==> src/rtl/cpu_bus_arb_pkg.sv <==
// Shared types for cpu_bus_arb: arbiter state encoding, bus owner and DMA hold limit.
// The watchdog is enabled by defining CPU_BUS_ARB_WDOG_EN.
package cpu_bus_arb_pkg;

  typedef enum logic [1:0] {
    S_CPU      = 2'd0,
    S_HANDOVER = 2'd1,
    S_DBG      = 2'd2,
    S_DMA      = 2'd3
  } state_e;

  typedef enum logic [1:0] {
    OWN_CPU = 2'd0,
    OWN_DBG = 2'd1,
    OWN_DMA = 2'd2
  } owner_e;

  localparam int DMA_MAX_CYCLES_DEF = 514;

  function automatic state_e owner_state(input owner_e own);
    case (own)
      OWN_DBG: owner_state = S_DBG;
      OWN_DMA: owner_state = S_DMA;
      default: owner_state = S_CPU;
    endcase
  endfunction

endpackage

==> src/rtl/cpu_bus_arb.sv <==
// Fixed-priority (dbg > dma > cpu) non-preemptive memory bus arbiter with one dead cycle per
// ownership change. Define CPU_BUS_ARB_WDOG_EN to bound DMA ownership with a watchdog.
module cpu_bus_arb
  import cpu_bus_arb_pkg::*;
#(
  parameter int DMA_MAX_CYCLES = DMA_MAX_CYCLES_DEF
) (
  input  logic        clk,
  input  logic        rst,
  input  logic        dbg_req,
  input  logic        dbg_r_nw,
  input  logic [15:0] dbg_a,
  input  logic [7:0]  dbg_dout,
  input  logic        dma_req,
  input  logic        dma_r_nw,
  input  logic [15:0] dma_a,
  input  logic [7:0]  dma_dout,
  input  logic        cpu_r_nw,
  input  logic [15:0] cpu_a,
  input  logic [7:0]  cpu_dout,
  output logic        dbg_gnt,
  output logic        dma_gnt,
  output logic        cpu_ready,
  output logic        bus_r_nw,
  output logic [15:0] bus_a,
  output logic [7:0]  bus_dout,
  output logic        wdog_err
);

  state_e      state_q, state_d;
  owner_e      pend_q, pend_d;
  logic [15:0] last_a_q, last_a_d;
  logic [7:0]  last_d_q, last_d_d;
  logic        dma_ok;
  logic        wdog_fire;

`ifdef CPU_BUS_ARB_WDOG_EN
  logic [9:0] dma_cnt_q, dma_cnt_d;
  logic       dma_lock_q, dma_lock_d;

  assign wdog_fire = (state_q == S_DMA) && (dma_cnt_q == 10'(DMA_MAX_CYCLES - 1));
  // After a forced release DMA stays locked out until its request has dropped once.
  assign dma_ok    = dma_req && !dma_lock_q;

  always_comb begin
    dma_cnt_d  = (state_q == S_DMA) ? dma_cnt_q + 10'd1 : 10'd0;
    dma_lock_d = dma_lock_q ? dma_req : wdog_fire;
  end

  always_ff @(posedge clk) begin
    if (rst) begin
      dma_cnt_q  <= 10'd0;
      dma_lock_q <= 1'b0;
    end else begin
      dma_cnt_q  <= dma_cnt_d;
      dma_lock_q <= dma_lock_d;
    end
  end
`else
  assign wdog_fire = 1'b0;
  assign dma_ok    = dma_req;
`endif

  assign wdog_err = wdog_fire;
  assign last_a_d = bus_a;
  assign last_d_d = bus_dout;

  always_ff @(posedge clk) begin
    if (rst) begin
      state_q  <= S_CPU;
      pend_q   <= OWN_CPU;
      last_a_q <= 16'h0000;
      last_d_q <= 8'h00;
    end else begin
      state_q  <= state_d;
      pend_q   <= pend_d;
      last_a_q <= last_a_d;
      last_d_q <= last_d_d;
    end
  end

  always_comb begin
    state_d = state_q;
    pend_d  = pend_q;
    case (state_q)
      S_CPU: begin
        if (dbg_req) begin
          state_d = S_HANDOVER;
          pend_d  = OWN_DBG;
        end else if (dma_ok) begin
          state_d = S_HANDOVER;
          pend_d  = OWN_DMA;
        end
      end
      S_HANDOVER: state_d = owner_state(pend_q);
      S_DBG: begin
        if (!dbg_req) begin
          state_d = S_HANDOVER;
          pend_d  = dma_ok ? OWN_DMA : OWN_CPU;
        end
      end
      default: begin
        if (!dma_req || wdog_fire) begin
          state_d = S_HANDOVER;
          pend_d  = dbg_req ? OWN_DBG : OWN_CPU;
        end
      end
    endcase
  end

  // Handover holds the previous owner's address/data and forces a read.
  always_comb begin
    cpu_ready = 1'b0;
    dbg_gnt   = 1'b0;
    dma_gnt   = 1'b0;
    bus_r_nw  = 1'b1;
    bus_a     = last_a_q;
    bus_dout  = last_d_q;
    case (state_q)
      S_CPU: begin
        cpu_ready = 1'b1;
        bus_r_nw  = cpu_r_nw;
        bus_a     = cpu_a;
        bus_dout  = cpu_dout;
      end
      S_DBG: begin
        dbg_gnt  = 1'b1;
        bus_r_nw = dbg_r_nw;
        bus_a    = dbg_a;
        bus_dout = dbg_dout;
      end
      S_DMA: begin
        dma_gnt  = 1'b1;
        bus_r_nw = dma_r_nw;
        bus_a    = dma_a;
        bus_dout = dma_dout;
      end
      default: ;
    endcase
  end

endmodule

==> config.mk <==
export PLATFORM = sky130hd
export DESIGN_NAME = cpu_bus_arb
export DESIGN_NICKNAME = d
export VERILOG_FILES = /design/src/rtl/cpu_bus_arb_pkg.sv /design/src/rtl/cpu_bus_arb.sv
export SDC_FILE = /design/constraint.sdc
export NUM_CORES = 1
export LEC_CHECK = 0
export ABC_CLOCK_PERIOD_IN_PS = 1700
export BUFFER_PORTS_ARGS = -buffer_cell sky130_fd_sc_hd__buf_2
export CAP_MARGIN = 5
export CORE_UTILIZATION = 41
export CTS_CLUSTER_SIZE = 16
export DETAILED_ROUTE_END_ITERATION = 7
export HOLD_SLACK_MARGIN = 0.02
export PLACE_DENSITY_LB_ADDON = 0.1
export SLEW_MARGIN = 10
export SYNTH_ARGS = -nofsm -noshare
export SYNTH_HDL_FRONTEND = slang
export SYNTH_SLANG_ARGS = --single-unit
export TNS_END_PERCENT = 20
==> constraint.sdc <==
create_clock -name clk -period 1.7 [get_ports clk]
set_clock_uncertainty 0.05 [all_clocks]
set_input_delay 0.255 -clock clk [delete_from_list [all_inputs] [get_ports clk]]
set_output_delay 0.255 -clock clk [all_outputs]
set_load 0.1 [all_outputs]
==> results of run 1 <==
flip-flops by register name (all words and copies together), names as in the netlist:
register and cells:
state_q 2, last_a_q 16, pend_q 2, last_d_q 8
cells by family (layout without fill, tap and decap cells):
kind of cell	count (synthesis)	after routing
other	1	1
AND/OR/NAND/NOR	37	37
multiplexers	25	25
flip-flops	28	28
AO/OA/AOI/OAI	10	10
buffers and inverters	16	124
adder cells (fa/ha/maj)	1	1
per-stage QoR:
step | hold WS [ns] | std cells | setup TNS [ns] | cell area (um^2) | total power [mW]
CTS | 0.298 | 270 | -4.93 | 2650 | 3.52
global placement | 0.400 | 264 | 0 | 2550 | 3.07
global route | 0.303 | 272 | -6.22 | 2700 | 3.68
floorplan | 0.377 | 118 | -1.91 | 1560 | 2.33
finish | 0.301 | 272 | -4.71 | 2700 | 3.56
detailed placement | 0.411 | 264 | 0 | 2550 | 3.11
cell usage in the layout, fill, tap and decap left out, types with 2 or more instances in the layout:
master     n
nor2b_1   24
nand2_1    2
buf_12    30
clkbuf_8   3
buf_4      6
dfxtp_1   26
inv_1      4
buf_2     78
mux4_2    24
a21oi_1    4
routing by layer:
metal  GRT usage [%]  up-vias  wire length, um  part of all wire [%]
met4            7.27        0               91                   1.9
met2            41.1       75             2860                    58
met1            27.5      711             1650                    34
met5               0        -                0                     0
met3            6.57        8              307                   6.2
li1                -      655                -                     -
power by group through the flow:
stage          logic (mW)  registers (mW)  clock network, mW
6_report             2.42           0.788              0.353
5_1_grt              2.48           0.795              0.403
4_1_cts              2.38           0.778              0.364
3_5_place_dp         2.32           0.790                  0
3_3_place_gp         2.28           0.785                  0
2_1_floorplan        1.55           0.775                  0
cell type report:
class / instances / share of cell area [%]
repair buffers: 117 / 40.9
multi-input cells: 74 / 33.9
flip-flops and latches: 28 / 21.0
well taps: 46 / 2.13
clock buffers: 3 / 1.53
inverters: 4 / 0.557
critical path, cell delays in order, from the launching register on:
cell and delay (ns):
dfxtp_4 0.41, clkbuf_16 0.17, mux4_2 0.55, buf_12 0.19
repair_timing:
| action | in CTS | in global routing |
|---|---|---|
| buffers inserted | 2 | 1 |
| resized for setup | 3 | 7 |
| gates cloned | 1 | 1 |
| pin swaps | 0 | 1 |
| setup endpoints to repair | 25 | 27 |
worst max-delay path by stage:
stage                     startpoint     endpoint  slack, ns  cells after the start
after global placement    state_q[0]  bus_dout[1]       0.09                      3
final                     state_q[0]  bus_dout[7]      -0.21                      3
after global routing      state_q[0]     bus_a[8]      -0.27                      3
after detailed placement  state_q[0]    bus_a[11]       0.06                      3
after floorplan           state_q[1]    cpu_ready      -0.19                      4
after CTS                 state_q[0]    bus_a[13]      -0.22                      3
==> impl_metrics.env, run 1 <==
export IMPL_status="finished with violations"
export IMPL_violations="negative setup slack"
export IMPL_fin_util_pct=78.4
export IMPL_drt_iter0_markers=78
export IMPL_max_freq_ghz=0.523
export IMPL_endpoint_kind="output port"
export IMPL_cp_required_ns=1.39
export IMPL_synth_xor_area_share_pct=0
export IMPL_synth_area_leaders="dfxtp_1 37%, mux4_2 35%, nor2b_1 10%"
export IMPL_clkLatencyLatePin_ns=0.27
export IMPL_synth_cell_type_count=26
export IMPL_synth_most_common_cell="dfxtp_1"
export IMPL_intPower_mw=1.87
export IMPL_num_nets_final=308
export IMPL_gr_total_overflow=0
export IMPL_first_pass_iters=4
export IMPL_dieArea_um2=3960
export IMPL_antenna_found_initial=0
export IMPL_period_share_pct=112
export IMPL_cts_hold_buffers_added=0
export IMPL_grt_max_degree=19
export IMPL_max_cap_violations=0
export IMPL_reg2reg_depth=4
export IMPL_via_count=1449
export IMPL_hold_path_startpoint="dma_req"
export IMPL_pwr_share_seq_pct=22.1
export IMPL_cts_root_buf="clkbuf_8"
export IMPL_power_density_nw_per_um2=1320
export IMPL_grt_pass1_wl_mm=7.13
export IMPL_clock_sinks=28
export IMPL_synthTopCellsByCount="28 x dfxtp_1, 25 x nor2b_1, 24 x mux4_2"
export IMPL_start_util_pct=44.3
export IMPL_syn_nets=198
export IMPL_synth_top_area_cell="dfxtp_1"
export IMPL_synth_top_area_share_pct=36.8
export IMPL_leakagePower_nw=1.18
export IMPL_htreeDepth=1
export IMPL_synth_yosys_seq_area_share_pct=36.8
export IMPL_track_usage_pct=23.5
export IMPL_pwr_share_comb_pct=68.0
export IMPL_ant_nets=0
export IMPL_setup_viol=25
export IMPL_synth_seq_cells=28
export IMPL_cts_buffers_inserted=3
export IMPL_cp_start_kind="flop"
export IMPL_power_switching_mw=1.69
export IMPL_multiInputGateArea_um2=915
export IMPL_drt_wirelength_per_cell_um=18.1
export IMPL_setup_slack_ns=-0.211
export IMPL_r2r_end="last_a_q[8]"
export IMPL_synthCells=118
export IMPL_synth_edf_count=0
export IMPL_synthAdderAreaFrac_pct=0.821
export IMPL_hold_path_end="state_q[1]"
export IMPL_syn_to_final_growth_pct=77.0
export IMPL_core_area_um2=3440
export IMPL_slew_violations=0
export IMPL_worst_ep_arrival_time_ns=1.61
export IMPL_die_w_um=63.0
export IMPL_worstReg2RegStart="state_q[0]"
export IMPL_drive_gt1_share_pct=68.1
export IMPL_io_buffer_count=106
export IMPL_gp_congestion=0.702
export IMPL_grt_pass1_vias=1482
export IMPL_switching_share_pct=47.4
export IMPL_synth_area_um2=1520
export IMPL_drc=0
export IMPL_critPathKind="flop to output port"
export IMPL_synth_compound_area_share_pct=4.35
export IMPL_synth_ff_type="dfxtp_1"
export IMPL_rows=21
export IMPL_ios=108
export IMPL_synth_mux_area_fraction_pct=36.1
export IMPL_avgSynthCellArea_um2=12.9
export IMPL_min_path_cells=3
export IMPL_clock_path_buffers=2
export IMPL_clk_pin_slew_ns=0.09
export IMPL_antenna_cells=0
export IMPL_hold_path_class="input port to flop"
export IMPL_ir_worst_vdd_v=0.000686
export IMPL_yosys_warnings=0
export IMPL_die_y_um=63.0
export IMPL_clock_power_share_pct=9.9
export IMPL_synth_top_family_by_area="multiplexers"
export IMPL_finalHoldViolations=0
export IMPL_path_max_fanout=7
export IMPL_cts_tree="built"
export IMPL_ff_latch_area_um2=566
export IMPL_dp_hpwl_mm=3.45
export IMPL_r2r_slack_ns=0.13
export IMPL_fillCellCount=204
export IMPL_synthArstFlopShare_pct=0
export IMPL_dpl_worst_slack_ns=0.0601
export IMPL_synthSimpleGateAreaFrac_pct=15.4
export IMPL_rsz0062_at_grt="yes"
export IMPL_wl_mm=4.91
export IMPL_min_period_ns=1.91
export IMPL_avgViaCountPerCell=5.33
Power figures use the tool's default switching activity.
==> run 2: changes to the inputs <==
--- a/config.mk
+++ b/config.mk
@@ -5,10 +5,11 @@
 export SDC_FILE = /design/constraint.sdc
 export NUM_CORES = 1
 export LEC_CHECK = 0
-export ABC_CLOCK_PERIOD_IN_PS = 1700
+export ABC_CLOCK_PERIOD_IN_PS = 2200
 export BUFFER_PORTS_ARGS = -buffer_cell sky130_fd_sc_hd__buf_2
 export CAP_MARGIN = 5
-export CORE_UTILIZATION = 41
+export CORE_UTILIZATION = 45
+export CTS_BUF_LIST = sky130_fd_sc_hd__clkbuf_2
 export CTS_CLUSTER_SIZE = 16
 export DETAILED_ROUTE_END_ITERATION = 7
 export HOLD_SLACK_MARGIN = 0.02
==> constraint.sdc (replaced) <==
create_clock -name clk -period 2.2 [get_ports clk]
set_clock_uncertainty 0.05 [all_clocks]
set_input_delay 0.33 -clock clk [delete_from_list [all_inputs] [get_ports clk]]
set_output_delay 0.33 -clock clk [all_outputs]
set_load 0.1 [all_outputs]
==> run 2 against run 1 <==
Effect of this change:
- clock-buffer cell count unchanged
- first-iteration DRC count is 33% lower
- the run now ends clean
- worst hold slack worse by 0.11 ns
- largest cell class unchanged
- highest routed layer unchanged
- critical path depth did not move
- total power decreased by 29%
==> impl_metrics.env, run 2 (same netlist as run 1, synthesis figures left out) <==
export IMPL_drt_iter0_markers=52
export IMPL_num_nets_final=304
export IMPL_clock_sinks=28
export IMPL_largest_reg_flops=16
export IMPL_track_usage_pct=21.3
export IMPL_grt_max_degree=30
export IMPL_hold_path_class="input port to flop"
export IMPL_max_freq_ghz=0.465
export IMPL_largestRegisters="last_a_q (16), last_d_q (8)"
export IMPL_io_buffer_count=106
export IMPL_status="finished clean"
export IMPL_die_y_um=60.2
export IMPL_rsz0062_at_grt="yes"
export IMPL_dp_hpwl_mm=3.07
export IMPL_pwr_share_seq_pct=23.9
export IMPL_ios=108
export IMPL_cts_root_buf="clkbuf_2"
export IMPL_antenna_found_initial=0
export IMPL_cp_start_kind="flop"
export IMPL_clkLatencyLatePin_ns=0.36
export IMPL_wl_met3_um=236
export IMPL_critPathKind="flop to output port"
export IMPL_rows=20
export IMPL_antenna_cells=0
export IMPL_slew_violations=0
export IMPL_ant_nets=0
export IMPL_intPower_mw=1.29
export IMPL_drive_gt1_share_pct=65.0
export IMPL_clock_power_share_pct=7.5
export IMPL_htreeDepth=1
export IMPL_layout_commonest_cell="buf_2"
export IMPL_gp_congestion=0.745
export IMPL_final_area_um2=2530
export IMPL_ir_worst_vdd_v=0.000747
export IMPL_syn_to_final_growth_pct=66.1
export IMPL_wl_met2_mm=2.11
export IMPL_final_cell_mix="79 x buf_2, 28 x buf_12, 26 x dfxtp_1, 25 x nor2b_1, 24 x mux4_2"
export IMPL_path_cells="buf_12 -> mux4_2 -> buf_12"
export IMPL_slew_headroom_pct=66.4
export IMPL_switching_share_pct=49.1
export IMPL_avgViaCountPerCell=5.12
export IMPL_dieArea_um2=3620
export IMPL_clock_path_buffers=2
export IMPL_leakagePower_nw=1.12
export IMPL_drt_wirelength_per_cell_um=14.3
export IMPL_pwr_share_comb_pct=68.5
export IMPL_critical_path_max_stage_delay_ns=0.57
export IMPL_fillCellCount=183
export IMPL_cts_tree="built"
export IMPL_place_area_um2=2490
export IMPL_grt_pass1_vias=1298
export IMPL_path_max_fanout=17
export IMPL_gr_total_overflow=0
export IMPL_crit_slowest_cell="mux4_2"
export IMPL_power_switching_mw=1.25
export IMPL_start_util_pct=48.7
export IMPL_via_count=1368
export IMPL_drc=0
export IMPL_finalHoldViolations=0
export IMPL_first_pass_iters=4
export IMPL_period_share_pct=97.7
export IMPL_p_total_mw=2.54
export IMPL_max_cap_violations=0
export IMPL_die_w_um=60.2
export IMPL_power_density_nw_per_um2=1010
export IMPL_setup_viol=0
export IMPL_dr_max_layer_used="met4"
export IMPL_largest_register="last_a_q"
export IMPL_cts_buffers_inserted=3
export IMPL_core_area_um2=3130
export IMPL_grt_pass1_wl_mm=5.71
export IMPL_endpoint_kind="output port"
export IMPL_cp_required_ns=1.82
export IMPL_min_period_ns=2.15
export IMPL_wl_met1_mm=1.44
export IMPL_wl_mm=3.82
export IMPL_max_slew_worst_pin_slew_ns=0.503
export IMPL_crit_top_cell="buf_12"
export IMPL_worst_ep_arrival_time_ns=1.77
export IMPL_clk_pin_slew_ns=0.26
run 2: cell count changes in the layout (fill, tap and decap cells not counted), sizes merged:
cell    change
clkbuf      -1
buf         -3
clkinv      +1
run 2: final timing paths:
path                    from           end  slack, ns  cells after the start
hold / removal       dma_req    state_q[1]       0.19                      3
setup / recovery  state_q[0]     bus_a[10]       0.05                      3
hold reg to reg    pend_q[1]     pend_q[1]       0.44                      2
setup reg to reg  state_q[0]  last_a_q[10]       0.68                      3
run 2: stage by stage:
stage	TNS, ns	hold WS [ns]	setup WS [ns]	utilization, %	cells
2_1_floorplan	-0.618	0.391	-0.388	-	118
3_3_place_gp	0	0.402	0.367	79.6	261
3_5_place_dp	0	0.412	0.329	79.6	261
4_1_cts	0	0.178	0.0387	80.8	267
5_1_grt	-0.186	0.164	-0.0183	80.9	267
6_report	0	0.192	0.0511	80.9	267
run 2: area by class of cell:
class | count | area [um^2] | share of cell area (%)
clock buffer | 3 | 15.0 | 0.593
clock inverter | 1 | 3.75 | 0.148
inverter | 4 | 15.0 | 0.593
multi-input combinational | 74 | 872 | 34.5
sequential | 28 | 566 | 22.3
tap | 44 | 55.1 | 2.17
timing repair buffer | 113 | 1000 | 39.7
run 2: layer usage:
metal | GRT usage, % | up-vias
met5 | 0 | -
met4 | 3.99 | 0
met3 | 4.11 | 4
met2 | 39.4 | 64
met1 | 25.3 | 653
li1 | - | 647
run 2: repair_timing:
action                                 in CTS  in global routing
endpoints found under the hold margin       0                  0
gates resized for setup                     2                  1
hold buffers                                0                  0
setup endpoints to repair                  21                 19
buffers inserted                            2                  0
run 2: critical path, delay by kind of cell (launching register included):
family	cells	cell delay, ns
flip-flops	1	0.44
multiplexers	1	0.57
buffers and inverters	2	0.37
run 2: power groups by stage:
stage / clock, mW / combinational [mW] / sequential [mW]
2_1_floorplan: 0 / 1.18 / 0.597
3_3_place_gp: 0 / 1.71 / 0.620
3_5_place_dp: 0 / 1.73 / 0.626
4_1_cts: 0.199 / 1.75 / 0.609
5_1_grt: 0.214 / 1.80 / 0.616
6_report: 0.192 / 1.74 / 0.609
==> run 3: changes to the inputs <==
--- a/config.mk
+++ b/config.mk
@@ -5,15 +5,16 @@
 export SDC_FILE = /design/constraint.sdc
 export NUM_CORES = 1
 export LEC_CHECK = 0
-export ABC_CLOCK_PERIOD_IN_PS = 2200
+export ABC_CLOCK_PERIOD_IN_PS = 1900
 export BUFFER_PORTS_ARGS = -buffer_cell sky130_fd_sc_hd__buf_2
 export CAP_MARGIN = 5
-export CORE_UTILIZATION = 45
+export CORE_UTILIZATION = 38
 export CTS_BUF_LIST = sky130_fd_sc_hd__clkbuf_2
 export CTS_CLUSTER_SIZE = 16
 export DETAILED_ROUTE_END_ITERATION = 7
 export HOLD_SLACK_MARGIN = 0.02
 export PLACE_DENSITY_LB_ADDON = 0.1
+export SETUP_SLACK_MARGIN = 0.3
 export SLEW_MARGIN = 10
 export SYNTH_ARGS = -nofsm -noshare
 export SYNTH_HDL_FRONTEND = slang
==> constraint.sdc (replaced) <==
create_clock -name clk -period 1.9 [get_ports clk]
set_clock_uncertainty 0.05 [all_clocks]
set_input_delay 0.285 -clock clk [delete_from_list [all_inputs] [get_ports clk]]
set_output_delay 0.285 -clock clk [all_outputs]
set_load 0.1 [all_outputs]
==> run 3 against run 2 <==
Effect of this change:
- the flow now finishes with violations (negative setup slack)
- via count rose by 0.37%
- sequential cell count did not move
- clock-buffer cell count stayed put
- sequential share of layout area shrank 0.75 points
==> impl_metrics.env, run 3 (same netlist as run 1, synthesis figures left out) <==
export IMPL_status="finished with violations"
export IMPL_violations="negative setup slack"
export IMPL_max_slew_worst_pin_slew_ns=0.550
export IMPL_fin_tns_setup_ns=-4.34
export IMPL_slew_headroom_pct=63.4
export IMPL_drt_wirelength_per_cell_um=15.3
export IMPL_syn_to_final_growth_pct=71.5
export IMPL_setup_slack_ns=-0.202
export IMPL_finalHoldViolations=0
export IMPL_drive_gt1_share_pct=67.0
export IMPL_clkLatencyLatePin_ns=0.37
export IMPL_ios=108
export IMPL_gr_total_overflow=0
export IMPL_critPathKind="flop to output port"
export IMPL_grt_pass1_vias=1427
export IMPL_crit_slowest_cell="mux4_2"
export IMPL_min_path_cells=3
export IMPL_gp_congestion=0.647
export IMPL_rsz0062_at_grt="yes"
export IMPL_die_w_um=65.3
export IMPL_critical_path_max_stage_delay_ns=0.56
export IMPL_period_share_pct=111
export IMPL_final_cell_mix="78 x buf_2, 30 x buf_12, 27 x dfxtp_1, 24 x mux4_2, 24 x nor2b_1"
export IMPL_clk_pin_slew_ns=0.26
export IMPL_worst_ep_arrival_time_ns=1.77
export IMPL_largest_register="last_a_q"
export IMPL_htreeDepth=1
export IMPL_slew_violations=0
export IMPL_ir_worst_vdd_v=0.000695
export IMPL_p_total_mw=3.02
export IMPL_ant_nets=0
export IMPL_max_freq_ghz=0.476
export IMPL_io_buffer_count=106
export IMPL_leakagePower_nw=1.13
export IMPL_cts_buffers_inserted=3
export IMPL_cp_start_kind="flop"
export IMPL_cts_hold_buffers_added=0
export IMPL_r2r_slack_ns=0.40
export IMPL_path_cells="buf_12 -> mux4_2 -> buf_12"
export IMPL_hold_path_end="state_q[1]"
export IMPL_start_util_pct=40.7
export IMPL_die_y_um=65.3
export IMPL_via_count=1373
export IMPL_r2r_end="last_a_q[0]"
export IMPL_setup_viol=24
export IMPL_largest_reg_flops=16
export IMPL_fillCellCount=266
export IMPL_grt_pass1_wl_mm=6.62
export IMPL_place_area_um2=2510
export IMPL_rows=22
export IMPL_avgViaCountPerCell=5.10
export IMPL_num_nets_final=303
export IMPL_grt_max_degree=30
export IMPL_first_pass_iters=4
export IMPL_power_density_nw_per_um2=1160
export IMPL_dp_hpwl_mm=3.20
export IMPL_min_period_ns=2.10
export IMPL_clock_path_buffers=2
export IMPL_antenna_cells=0
export IMPL_drt_iter0_markers=38
export IMPL_drc=0
export IMPL_core_area_um2=3740
export IMPL_clock_sinks=28
export IMPL_max_cap_violations=0
export IMPL_largestRegisters="last_a_q (16), last_d_q (8)"
export IMPL_dpl_worst_slack_ns=0.177
export IMPL_path_max_fanout=12
export IMPL_antenna_found_initial=0
export IMPL_final_area_um2=2610
export IMPL_endpoint_kind="output port"
export IMPL_wl_mm=4.11
export IMPL_worstReg2RegStart="state_q[0]"
export IMPL_crit_top_cell="buf_12"
export IMPL_cts_root_buf="clkbuf_2"
export IMPL_layout_commonest_cell="buf_2"
export IMPL_cts_tree="built"
export IMPL_hold_path_class="input port to flop"
export IMPL_reg2reg_depth=3
export IMPL_track_usage_pct=20.6
export IMPL_hold_path_startpoint="dma_req"
export IMPL_dieArea_um2=4270
export IMPL_cp_required_ns=1.56
[run 3: cell types whose count changed in the layout (fill, tap and decap cells not counted), sizes merged]
cell | before | now
buf | 113 | 112
clkinv | 1 | 0
[run 3: through the flow]
stage	utilization, %	hold WS [ns]	std cells
2_1_floorplan	-	0.391	118
3_3_place_gp	67.1	0.400	264
3_5_place_dp	67.1	0.417	264
4_1_cts	69.6	0.145	269
5_1_grt	69.8	0.128	269
6_report	69.8	0.149	269
[run 3: cell type report]
class | instances | area [um^2] | share of cell area [%]
timing repair buffer | 112 | 1050 | 40.1
multi-input combinational | 74 | 911 | 34.8
sequential | 28 | 564 | 21.6
tap | 48 | 60.1 | 2.30
clock buffer | 3 | 15.0 | 0.574
inverter | 4 | 15.0 | 0.574
[run 3: worst max-delay path by stage]
stage / from / to / cells past startpoint
2_1_floorplan: state_q[0] / last_d_q[4] / 4
3_3_place_gp: state_q[0] / bus_a[5] / 3
3_5_place_dp: state_q[0] / bus_a[4] / 3
4_1_cts: state_q[0] / bus_a[0] / 3
5_1_grt: state_q[0] / bus_a[3] / 3
6_report: state_q[0] / bus_a[0] / 3
[run 3: where the power goes]
group	switching [mW]	internal (mW)	leakage, nW	total [mW]
Sequential	0.0325	0.668	0.233	0.701
Clock	0.177	0.0428	0.0125	0.219
Combinational	1.26	0.835	0.889	2.10
[run 3: metal layers]
metal	track usage, %	share of wire, %	routed length, um	vias to the layer above
met5	0	0	0	-
met4	6.25	0.75	31	0
met3	5.21	8.5	349	4
met2	37.4	54	2220	67
met1	23.5	37	1510	657
li1	-	-	-	645
[run 3: timing repair]
| action | 4_1_cts | 5_1_grt |
|---|---|---|
| setup buffers | 1 | 0 |
| resized for setup | 12 | 2 |
| endpoints found under the setup margin | 28 | 28 |
| pin swaps | 1 | 1 |
| cloned | 1 | 0 |
[run 3: critical path: cells and delay by family, from the launching register on]
| family | cells | cell delay [ns] |
|---|---|---|
| buffers and inverters | 2 | 0.36 |
| flip-flops | 1 | 0.47 |
| multiplexers | 1 | 0.56 |
